File: src/rtl/mpr121_scanner.sv
// MPR121 touch scanner: drives i2c_master cmd/data streams through the init table, then polls and debounces.
// Latency: touch/touch_valid update one cycle after the second status byte is accepted; polls every POLL_CYCLES.
// Backpressure: valids held with stable payload until ready; each handshake wait is bounded by TIMEOUT_CYCLES.
module mpr121_scanner #(
    parameter logic [6:0] DEV_ADDR       = 7'h5A,
    parameter int         NUM_ELECTRODES = 12,
    parameter logic [7:0] TOUCH_THRESH   = 8'h0F,
    parameter logic [7:0] RELEASE_THRESH = 8'h0A,
    parameter int         POLL_CYCLES    = 4095,
    parameter int         DEBOUNCE       = 2,
    parameter int         TIMEOUT_CYCLES = 1000000
) (
    input  logic                      clk,
    input  logic                      rst,
    input  logic                      enable,
    output logic [6:0]                cmd_address,
    output logic                      cmd_start,
    output logic                      cmd_read,
    output logic                      cmd_write,
    output logic                      cmd_write_multiple,
    output logic                      cmd_stop,
    output logic                      cmd_valid,
    input  logic                      cmd_ready,
    output logic [7:0]                tx_tdata,
    output logic                      tx_tvalid,
    output logic                      tx_tlast,
    input  logic                      tx_tready,
    input  logic [7:0]                rx_tdata,
    input  logic                      rx_tvalid,
    output logic                      rx_tready,
    input  logic                      missed_ack,
    output logic [NUM_ELECTRODES-1:0] touch,
    output logic                      touch_valid,
    output logic                      init_done,
    output logic                      error,
    output logic [7:0]                error_count
);

    localparam int          N          = NUM_ELECTRODES;
    localparam logic [4:0]  LAST_IDX   = 5'(2 * N + 1);
    localparam logic [3:0]  DEB_L      = 4'(DEBOUNCE);
    localparam logic [31:0] POLL_LAST  = 32'(POLL_CYCLES - 1);
    localparam logic [31:0] TO_LAST    = 32'(TIMEOUT_CYCLES - 1);
    localparam logic [7:0]  ECR_VAL    = {4'h0, 4'(N)};

    typedef enum logic [3:0] {
        S_IDLE,
        S_CFG_CMD,
        S_CFG_REG,
        S_CFG_VAL,
        S_POLL_WAIT,
        S_PTR_CMD,
        S_PTR_DATA,
        S_RD0_CMD,
        S_RD0,
        S_RD1_CMD,
        S_RD1,
        S_BACKOFF
    } state_t;

    state_t              state_q, state_d;
    logic [4:0]          idx_q, idx_d;
    logic [31:0]         timer_q, timer_d;
    logic [7:0]          rx0_q, rx0_d;
    logic [N-1:0]        touch_q, touch_d;
    logic [N-1:0][3:0]   deb_q, deb_d;
    logic                touch_valid_q, touch_valid_d;
    logic                init_done_q, init_done_d;
    logic                error_q, error_d;
    logic [7:0]          error_count_q, error_count_d;

    logic [7:0]          entry_reg, entry_val;
    logic                cmd_xfer, tx_xfer, rx_xfer, any_xfer, waiting;
    logic                timeout_hit, ovcf, fault, sample_xfer;
    logic [11:0]         raw;
    logic                unused_bits;

    // Init table: entry 0 is soft reset, 1..2N are interleaved touch/release
    // thresholds (register 0x41+k for k = idx-1), the last entry enables electrodes.
    always_comb begin
        entry_reg = 8'h40 + {3'b000, idx_q};
        entry_val = idx_q[0] ? TOUCH_THRESH : RELEASE_THRESH;
        if (idx_q == 5'd0) begin
            entry_reg = 8'h80;
            entry_val = 8'h63;
        end else if (idx_q == LAST_IDX) begin
            entry_reg = 8'h5E;
            entry_val = ECR_VAL;
        end
    end

    // Stream outputs are pure decodes of the registered state, so payload is stable while stalled.
    always_comb begin
        cmd_valid          = (state_q == S_CFG_CMD) || (state_q == S_PTR_CMD) ||
                             (state_q == S_RD0_CMD) || (state_q == S_RD1_CMD);
        cmd_address        = cmd_valid ? DEV_ADDR : 7'd0;
        cmd_start          = (state_q == S_CFG_CMD) || (state_q == S_PTR_CMD) || (state_q == S_RD0_CMD);
        cmd_read           = (state_q == S_RD0_CMD) || (state_q == S_RD1_CMD);
        cmd_write          = (state_q == S_PTR_CMD);
        cmd_write_multiple = (state_q == S_CFG_CMD);
        cmd_stop           = (state_q == S_CFG_CMD) || (state_q == S_RD1_CMD);
        tx_tvalid          = (state_q == S_CFG_REG) || (state_q == S_CFG_VAL) || (state_q == S_PTR_DATA);
        tx_tlast           = (state_q == S_CFG_VAL) || (state_q == S_PTR_DATA);
        tx_tdata           = 8'h00;
        if (state_q == S_CFG_REG) tx_tdata = entry_reg;
        if (state_q == S_CFG_VAL) tx_tdata = entry_val;
        rx_tready          = (state_q == S_RD0) || (state_q == S_RD1);
    end

    // Handshakes and fault detection; a fault overrides every other update this cycle.
    always_comb begin
        cmd_xfer    = cmd_valid && cmd_ready;
        tx_xfer     = tx_tvalid && tx_tready;
        rx_xfer     = rx_tready && rx_tvalid;
        any_xfer    = cmd_xfer || tx_xfer || rx_xfer;
        waiting     = cmd_valid || tx_tvalid || rx_tready;
        timeout_hit = waiting && !any_xfer && (timer_q >= TO_LAST);
        sample_xfer = (state_q == S_RD1) && rx_xfer;
        ovcf        = sample_xfer && rx_tdata[7];
        fault       = ((state_q != S_IDLE) && missed_ack) || ovcf || timeout_hit;
    end

    // Sequencer next state: config table, poll loop, parking and back-off.
    always_comb begin
        state_d     = state_q;
        idx_d       = idx_q;
        init_done_d = init_done_q;
        case (state_q)
            S_IDLE: begin
                idx_d = 5'd0;
                if (enable) state_d = S_CFG_CMD;
            end
            S_CFG_CMD:  if (cmd_xfer) state_d = S_CFG_REG;
            S_CFG_REG:  if (tx_xfer)  state_d = S_CFG_VAL;
            S_CFG_VAL: begin
                if (tx_xfer) begin
                    if (idx_q == LAST_IDX) begin
                        init_done_d = 1'b1;
                        state_d     = S_POLL_WAIT;
                    end else begin
                        idx_d   = idx_q + 5'd1;
                        state_d = enable ? S_CFG_CMD : S_IDLE;
                    end
                end
            end
            S_POLL_WAIT: if (timer_q >= POLL_LAST && enable) state_d = S_PTR_CMD;
            S_PTR_CMD:   if (cmd_xfer) state_d = S_PTR_DATA;
            // Parking after the pointer write leaves the read for the next poll.
            S_PTR_DATA:  if (tx_xfer)  state_d = enable ? S_RD0_CMD : S_POLL_WAIT;
            S_RD0_CMD:   if (cmd_xfer) state_d = S_RD0;
            S_RD0:       if (rx_xfer)  state_d = S_RD1_CMD;
            S_RD1_CMD:   if (cmd_xfer) state_d = S_RD1;
            S_RD1:       if (rx_xfer)  state_d = S_POLL_WAIT;
            S_BACKOFF: begin
                idx_d = 5'd0;
                if (timer_q >= POLL_LAST) state_d = enable ? S_CFG_CMD : S_IDLE;
            end
            default: state_d = S_IDLE;
        endcase
        if (fault) begin
            state_d     = S_BACKOFF;
            idx_d       = 5'd0;
            init_done_d = 1'b0;
        end
    end

    // Shared timer: restarts on every state change or fault, otherwise counts up and saturates.
    always_comb begin
        timer_d = timer_q;
        if (fault || (state_d != state_q)) timer_d = 32'd0;
        else if (timer_q != 32'hFFFF_FFFF) timer_d = timer_q + 32'd1;
    end

    // Per-electrode debounce: a disagreeing sample counts up, an agreeing one clears the count.
    always_comb begin
        touch_d       = touch_q;
        deb_d         = deb_q;
        touch_valid_d = 1'b0;
        raw           = {rx_tdata[3:0], rx0_q};
        if (fault) begin
            touch_d       = '0;
            deb_d         = '0;
            touch_valid_d = |touch_q;
        end else if (sample_xfer) begin
            for (int i = 0; i < N; i++) begin
                if (raw[i] != touch_q[i]) begin
                    if (({1'b0, deb_q[i]} + 5'd1) >= {1'b0, DEB_L}) begin
                        touch_d[i] = ~touch_q[i];
                        deb_d[i]   = 4'd0;
                    end else begin
                        deb_d[i] = deb_q[i] + 4'd1;
                    end
                end else begin
                    deb_d[i] = 4'd0;
                end
            end
            touch_valid_d = (touch_d != touch_q);
        end
    end

    // First status byte capture and fault bookkeeping.
    always_comb begin
        rx0_d         = rx0_q;
        error_d       = fault;
        error_count_d = error_count_q;
        if ((state_q == S_RD0) && rx_xfer) rx0_d = rx_tdata;
        if (fault && (error_count_q != 8'hFF)) error_count_d = error_count_q + 8'd1;
    end

    // State and datapath registers.
    always_ff @(posedge clk or posedge rst) begin
        if (rst) begin
            state_q       <= S_IDLE;
            idx_q         <= 5'd0;
            timer_q       <= 32'd0;
            rx0_q         <= 8'd0;
            touch_q       <= '0;
            deb_q         <= '0;
            touch_valid_q <= 1'b0;
            init_done_q   <= 1'b0;
            error_q       <= 1'b0;
            error_count_q <= 8'd0;
        end else begin
            state_q       <= state_d;
            idx_q         <= idx_d;
            timer_q       <= timer_d;
            rx0_q         <= rx0_d;
            touch_q       <= touch_d;
            deb_q         <= deb_d;
            touch_valid_q <= touch_valid_d;
            init_done_q   <= init_done_d;
            error_q       <= error_d;
            error_count_q <= error_count_d;
        end
    end

    assign touch       = touch_q;
    assign touch_valid = touch_valid_q;
    assign init_done   = init_done_q;
    assign error       = error_q;
    assign error_count = error_count_q;

    // Status bits 6:4 of the second byte and electrodes beyond N carry nothing we report.
    assign unused_bits = &{1'b0, rx_tdata[6:4], raw};

endmodule
File: config.mk
export PLATFORM = sky130hd
export DESIGN_NAME = mpr121_scanner
export DESIGN_NICKNAME = d
export VERILOG_FILES = /design/src/rtl/mpr121_scanner.sv
export SDC_FILE = /design/constraint.sdc
export NUM_CORES = 1
export LEC_CHECK = 0
export ABC_CLOCK_PERIOD_IN_PS = 4510
export BUFFER_PORTS_ARGS = -buffer_cell sky130_fd_sc_hd__buf_4
export CORE_ASPECT_RATIO = 1.5
export CORE_MARGIN = 3
export CORE_UTILIZATION = 45
export DETAILED_ROUTE_END_ITERATION = 16
export HOLD_SLACK_MARGIN = 0.02
export PLACE_DENSITY = 0.75
export SLEW_MARGIN = 20
export SYNTH_ARGS = -nofsm -noshare
export SYNTH_HDL_FRONTEND = slang
export SYNTH_SLANG_ARGS = --single-unit
File: constraint.sdc
create_clock -name clk -period 4.51 [get_ports clk]
set_clock_uncertainty 0.2 [all_clocks]
set_input_delay 0.2255 -clock clk [delete_from_list [all_inputs] [get_ports clk]]
set_output_delay 0.2255 -clock clk [all_outputs]
set_load 0.01 [all_outputs]
; Word-level counts from Yosys, hierarchy flattened
; Index checks and enable logic that the tools add are counted.
[totals]
reg_bits = 120
input_bits = 15
output_inout_bits = 47
word_cells = 259
[op_classes]
n_addsub = 28
magnitude_cmp = 14
n_eq_ne = 30
mux = 113
bitwise_logic = 12
reduce_logical = 41
[op_table]
columns = operator, count
row1 = 2-to-1 mux 4 bit, 37
row2 = 2-to-1 mux 48 bit, 2
row3 = 2-to-1 mux 32 bit, 2
row4 = adder 4 x 1 -> 5 bit (second input constant), 12
row5 = greater-or-equal comparator 5 x 2 -> 1 bit (second input constant), 12
row6 = 2-to-1 mux 1 bit, 55
row7 = adder 4 x 1 -> 4 bit (second input constant), 12
row8 = case mux 4 bit (12 select lines), 1
row9 = adder 32 x 1 -> 32 bit (second input constant), 1
row10 = greater-or-equal comparator 32 x 12 -> 1 bit (second input constant), 1
row11 = greater-or-equal comparator 32 x 20 -> 1 bit (second input constant), 1
row12 = 2-to-1 mux 8 bit, 4
row13 = inequality test 32 bit (second input constant), 1
row14 = 2-to-1 mux 12 bit, 2
row15 = == test 4 x 3 -> 1 bit (second input constant), 4
row16 = == test 4 bit (second input constant), 4
row17 = logical OR 1 bit, 16
row18 = 2-to-1 mux 5 bit, 3
row19 = 2-to-1 mux 7 bit, 2
row20 = inequality test 1 bit, 12
row21 = inequality test 12 bit, 1
row22 = NOT 1 bit, 12
row23 = OR reduction 12 bit, 1
row24 = logical AND 1 bit, 11
row25 = other kinds (20), 29

; Longest topological paths before layout
[logic_depth]
depth_word = 15
depth_mapped = 11
ltp_nobuf = 9

; Worst setup path before layout
; No wires, ideal clock.
[synth_timing]
path_kind = flip-flop to flip-flop
from = register timer_q[0]
to = register timer_q[10]
setup_time_ns = 0.142
arrival_ns = 2.470
t_required_ns = 4.168
slack_ns = 1.698
path_stages_with_launch = 11
synth_period_minus_slack_ns = 2.812
path_cell_list = dfrtp_1 > ha_1 > inv_1 > o21ai_0 > a311oi_2 > o211a_4 > inv_2 > or4b_4 > xor2_2 > buf_6 > nor3_2
[synth_between]
elab_chain_cells = 8
[synth_lines]
columns = element, line_no
row1 = start: declaration, 63  ; logic [31:0] timer_q, timer_d;
row2 = start signal: assignment, 226  ; timer_q <= timer_d;
row3 = greater-or-equal comparator 32 x 12 -> 1 bit, "146, 156"
row4 = logical AND 1 bit, 146  ; S_POLL_WAIT: if (timer_q >= POLL_LAST && enable) state_d = S_PTR_CMD;
row5 = 2-to-1 mux 4 bit, 146
row6 = case mux 4 bit (12 select lines), 128  ; case (state_q)
row7 = 2-to-1 mux 4 bit *, 160  ; if (fault) begin
row8 = named net state_d[0], 61  ; state_t state_q, state_d;
row9 = inequality test 4 bit *, 170  ; if (fault || (state_d != state_q)) timer_d = 32'd0;
row10 = logical OR 1 bit *, 170
row11 = 2-to-1 mux 32 bit or nonzero test 2 bit (tied branches), --
; The timed path passes the listed nets; every way through them passes the cells marked *. The select of a mux whose other input is x is not followed.
; A chain may end at the register's enable or synchronous reset.

; Worst setup path after layout
[layout_timing]
from = register state_q[2]
to = register timer_q[1]
[layout_between]
elab_chain_cells = 15
[layout_lines]
columns = element, line_no
row1 = start: declaration, 61
row2 = start signal: assignment, 224  ; state_q <= state_d;
row3 = "parallel branches: the longest is 11 deep, another holds case mux 4 bit (12 select lines)", --
row4 = 2-to-1 mux 4 bit *, 160
row5 = named net state_d[1], 61
row6 = inequality test 4 bit *, 170
row7 = logical OR 1 bit *, 170
row8 = 2-to-1 mux 32 bit or nonzero test 2 bit (tied branches), --
; Mark *: on every way through the listed nets, which the timed path passes.

==> results.py <==
metrics = {
    "critical_path": {
        "path_cells": "nor2_1, nand2_1, a32o_1, o211a_4, nand4_1, o21bai_4, buf_4, nor3b_1",
        "startpoint": "state_q[2]",
        "slowest_delay_ps": 760,
        "crit_arrival_ps": 3440,
        "cp_data_required_time_ps": 4590,
        "r2r_cells": 8,
        "r2r-start": "state_q[2]",
        "cp_max_fo": 28,
        "crit_family": "compound AO/OA/AOI/OAI gates",
        "endpoint_kind": "register",
        "crit_buf_inv": 1,
        "crit_type": "reg2reg",
        "crit_cells": 8,
        "cp-start-kind": "register",
        "slowest_stage": "dfrtp_1",
    },
    "sta": {
        "slew_violations": 0,
        "relSlewSlack_pct": 39.6,
        "setup_viol": 0,
        "rsz0062_at_grt": "no",
        "period_share_pct": 74.6,
        "finalSetupTns_ps": 0,
        "fmax_ghz": 0.297,
        "hold_viol_final": 0,
        "max_slew.worst_pin.slew_ps": 894,
        "min_period_ps": 3360,
        "setup_ws_ps": 1150,
    },
    "synthesis": {
        "synthMuxAreaShare_pct": 1.95,
        "ys_types": 50,
        "synth-simple-area-share_pct": 27.4,
        "ys_warn_count": 0,
        "synth_top_family_by_area": "simple AND/OR/NAND/NOR gates",
        "ys_seq_elements": 120,
        "synthesis.area_um2": 6790,
        "synth_xor_area_share_pct": 6.56,
        "synthArstFlopShare_pct": 100,
        "syn-instance-count": 723,
        "synth_edf_count": 0,
        "synth_ff_type": "dfrtp_1",
        "yosys.area.top_type": "dfrtp_1",
        "syn_avg_cell_area_um2": 9.40,
        "yosysMostFrequentCell": "dfrtp_1",
        "synth_top_area_share_pct": 44.2,
        "netlist_top_cells_count": "120 x dfrtp_1, 72 x nand2_1, 64 x nor2_1",
        "synth_compound_area_share_pct": 10.2,
        "synthTopCellsByArea": "dfrtp_1 44%, ha_1 5.5%, xor2_1 4.8%",
        "synth-seq-area-share_pct": 44.2,
        "synthAdderAreaFrac_pct": 5.53,
    },
    "clock_tree": {
        "cts_sinks": 120,
        "cts_tree": "built",
        "clkTransAtPathRegs_ps": 50,
        "clk_latency_ps": 400,
        "cts_made_buffers": 17,
        "cts_setup_buffers": 0,
        "clock_path_buffers": 2,
        "htree_levels": 4,
        "clockRootBuffer": "clkbuf_16",
    },
    "grt": {
        "grt_usage_pct": 19.4,
        "grt.overflow.total": 0,
        "first_global_vias": 5553,
        "antenna_found_initial": 0,
        "grt_pass1_wl_um": 26500,
        "grt_max_degree": 62,
    },
    "routing": {
        "dr.first_iter.drc_count": 304,
        "wl_per_cell_um": 15.5,
        "vias_per_cell": 5.56,
        "via_count": 5504,
        "postRouteAntennaNets": 0,
        "wirelength_um": 15300,
        "dr.pass1.iters": 5,
        "drc": 0,
    },
    "die": {
        "initial_core_util_pct": 46.3,
        "die-area_um2": 16600,
        "dieWidth_um": 106,
        "row_count": 54,
        "die_h_um": 156,
        "core_area_um2": 14700,
        "io-pin-count": 62,
    },
    "layout": {
        "drive_gt1_share_pct": 18.1,
        "antennaDiodeCount": 0,
        "nets": 827,
        "area_delta_synth_final_pct": 19.0,
    },
    "place": {
        "dp_hpwl_um": 10300,
        "place_congestion": 0.877,
        "post-place-ws_ps": 1170,
        "io_buffers": 58,
    },
    "min_path": {
        "holdPathStages": 3,
        "hold_path_class": "in2reg",
        "min_from": "cmd_ready",
    },
    "pwr": {
        "ir_drop_mv": 0.223,
        "p_per_area_nw_per_um2": 334,
        "p_leak_uw": 0.00376,
    },
    "outcome": {
        "status": "complete, no violations",
    },
    "flow_run": {
        "maxCapViolations": 0,
    },
}
==> cell type report <==
type                       count  area [um^2]
multi-input combinational    544         3540
fill                        1310         6580
tap                          196          245
inverter                      21         81.3
sequential                   120         3000
timing repair buffer          78          626
clock buffer                  23          468
clock inverter                 8          121
==> worst reg2reg max path, cell delays in order, from the launching register on <==
cell	delay, ps
dfrtp_1	760
nor2_1	170
nand2_1	220
a32o_1	270
o211a_4	360
nand4_1	230
o21bai_4	550
buf_4	390
nor3b_1	90
==> worst paths after layout <==
path | endpoint | slack [ps]
setup / recovery | timer_q[1] | 1150
hold / removal | state_q[1] | 70
setup reg to reg | timer_q[1] | 1150
hold reg to reg | error_count[5] | 300
max in group asynchronous | idx_q[3] | 2530
min in group asynchronous | error_count[4] | 620
==> kinds of logic (layout without fill, tap and decap cells) <==
kind of cell	after synthesis	after routing
xor+xnor	50	50
fa+ha+maj	30	30
compound gates	114	114
buf+inv	61	130
other cells	1	3
simple gates	335	335
mux	12	12
flops	120	120
==> cell usage in the layout, fill, tap and decap left out, types with 17 or more instances in the layout <==
master and instances:
xor2_1 37, nand3_1 34, inv_1 19, buf_4 66
a21oi_1 57, nand2_1 72, nor2_1 64, nor3_1 27
clkbuf_16 17, ha_1 30, nor3_2 31, dfrtp_1 120
and3_1 39
==> through the flow <==
| step | total power (uW) | area, um^2 | cells | utilization [%] | hold WS (ps) |
|---|---|---|---|---|---|
| detailed placement | 1360 | 7380 | 948 | 50.4 | -111 |
| global placement | 1360 | 7380 | 948 | 50.4 | -112 |
| finish | 2700 | 8080 | 990 | 55.1 | 69.4 |
| CTS | 2720 | 8080 | 990 | 55.1 | 27.6 |
| global route | 2800 | 8080 | 990 | 55.1 | 65.4 |
| floorplan | 1270 | 6800 | 725 | - | 168 |
==> power breakdown <==
part           total [uW]  switching [uW]  leakage (uW)  internal (uW)
registers            1150            42.0       0.00164           1110
logic                 194             102       0.00183           91.6
clock network        1350             462      0.000287            893
total                2700             606       0.00376           2100
==> layer usage <==
layer | GRT usage, % | up-vias | share of wire [%]
met1 | 23.8 | 2688 | 42
met2 | 34.4 | 112 | 53
li1 | - | 2676 | -
met3 | 3.92 | 28 | 3.3
met5 | 0 | - | 0
met4 | 6.11 | 0 | 1.7
==> registers in the layout (all words and copies together), names as in the netlist <==
register,cells
deb_q,48
error,1
error_count,8
idx_q,5
init_done,1
rx0_q,8
state_q,4
timer_q,32
touch,12
touch_valid,1
==> repair_timing <==
action                                 CTS  global route
gates resized for setup                  0             0
hold buffers                            11             0
endpoints found under the hold margin  133             0
Power figures use the tool's default switching activity.
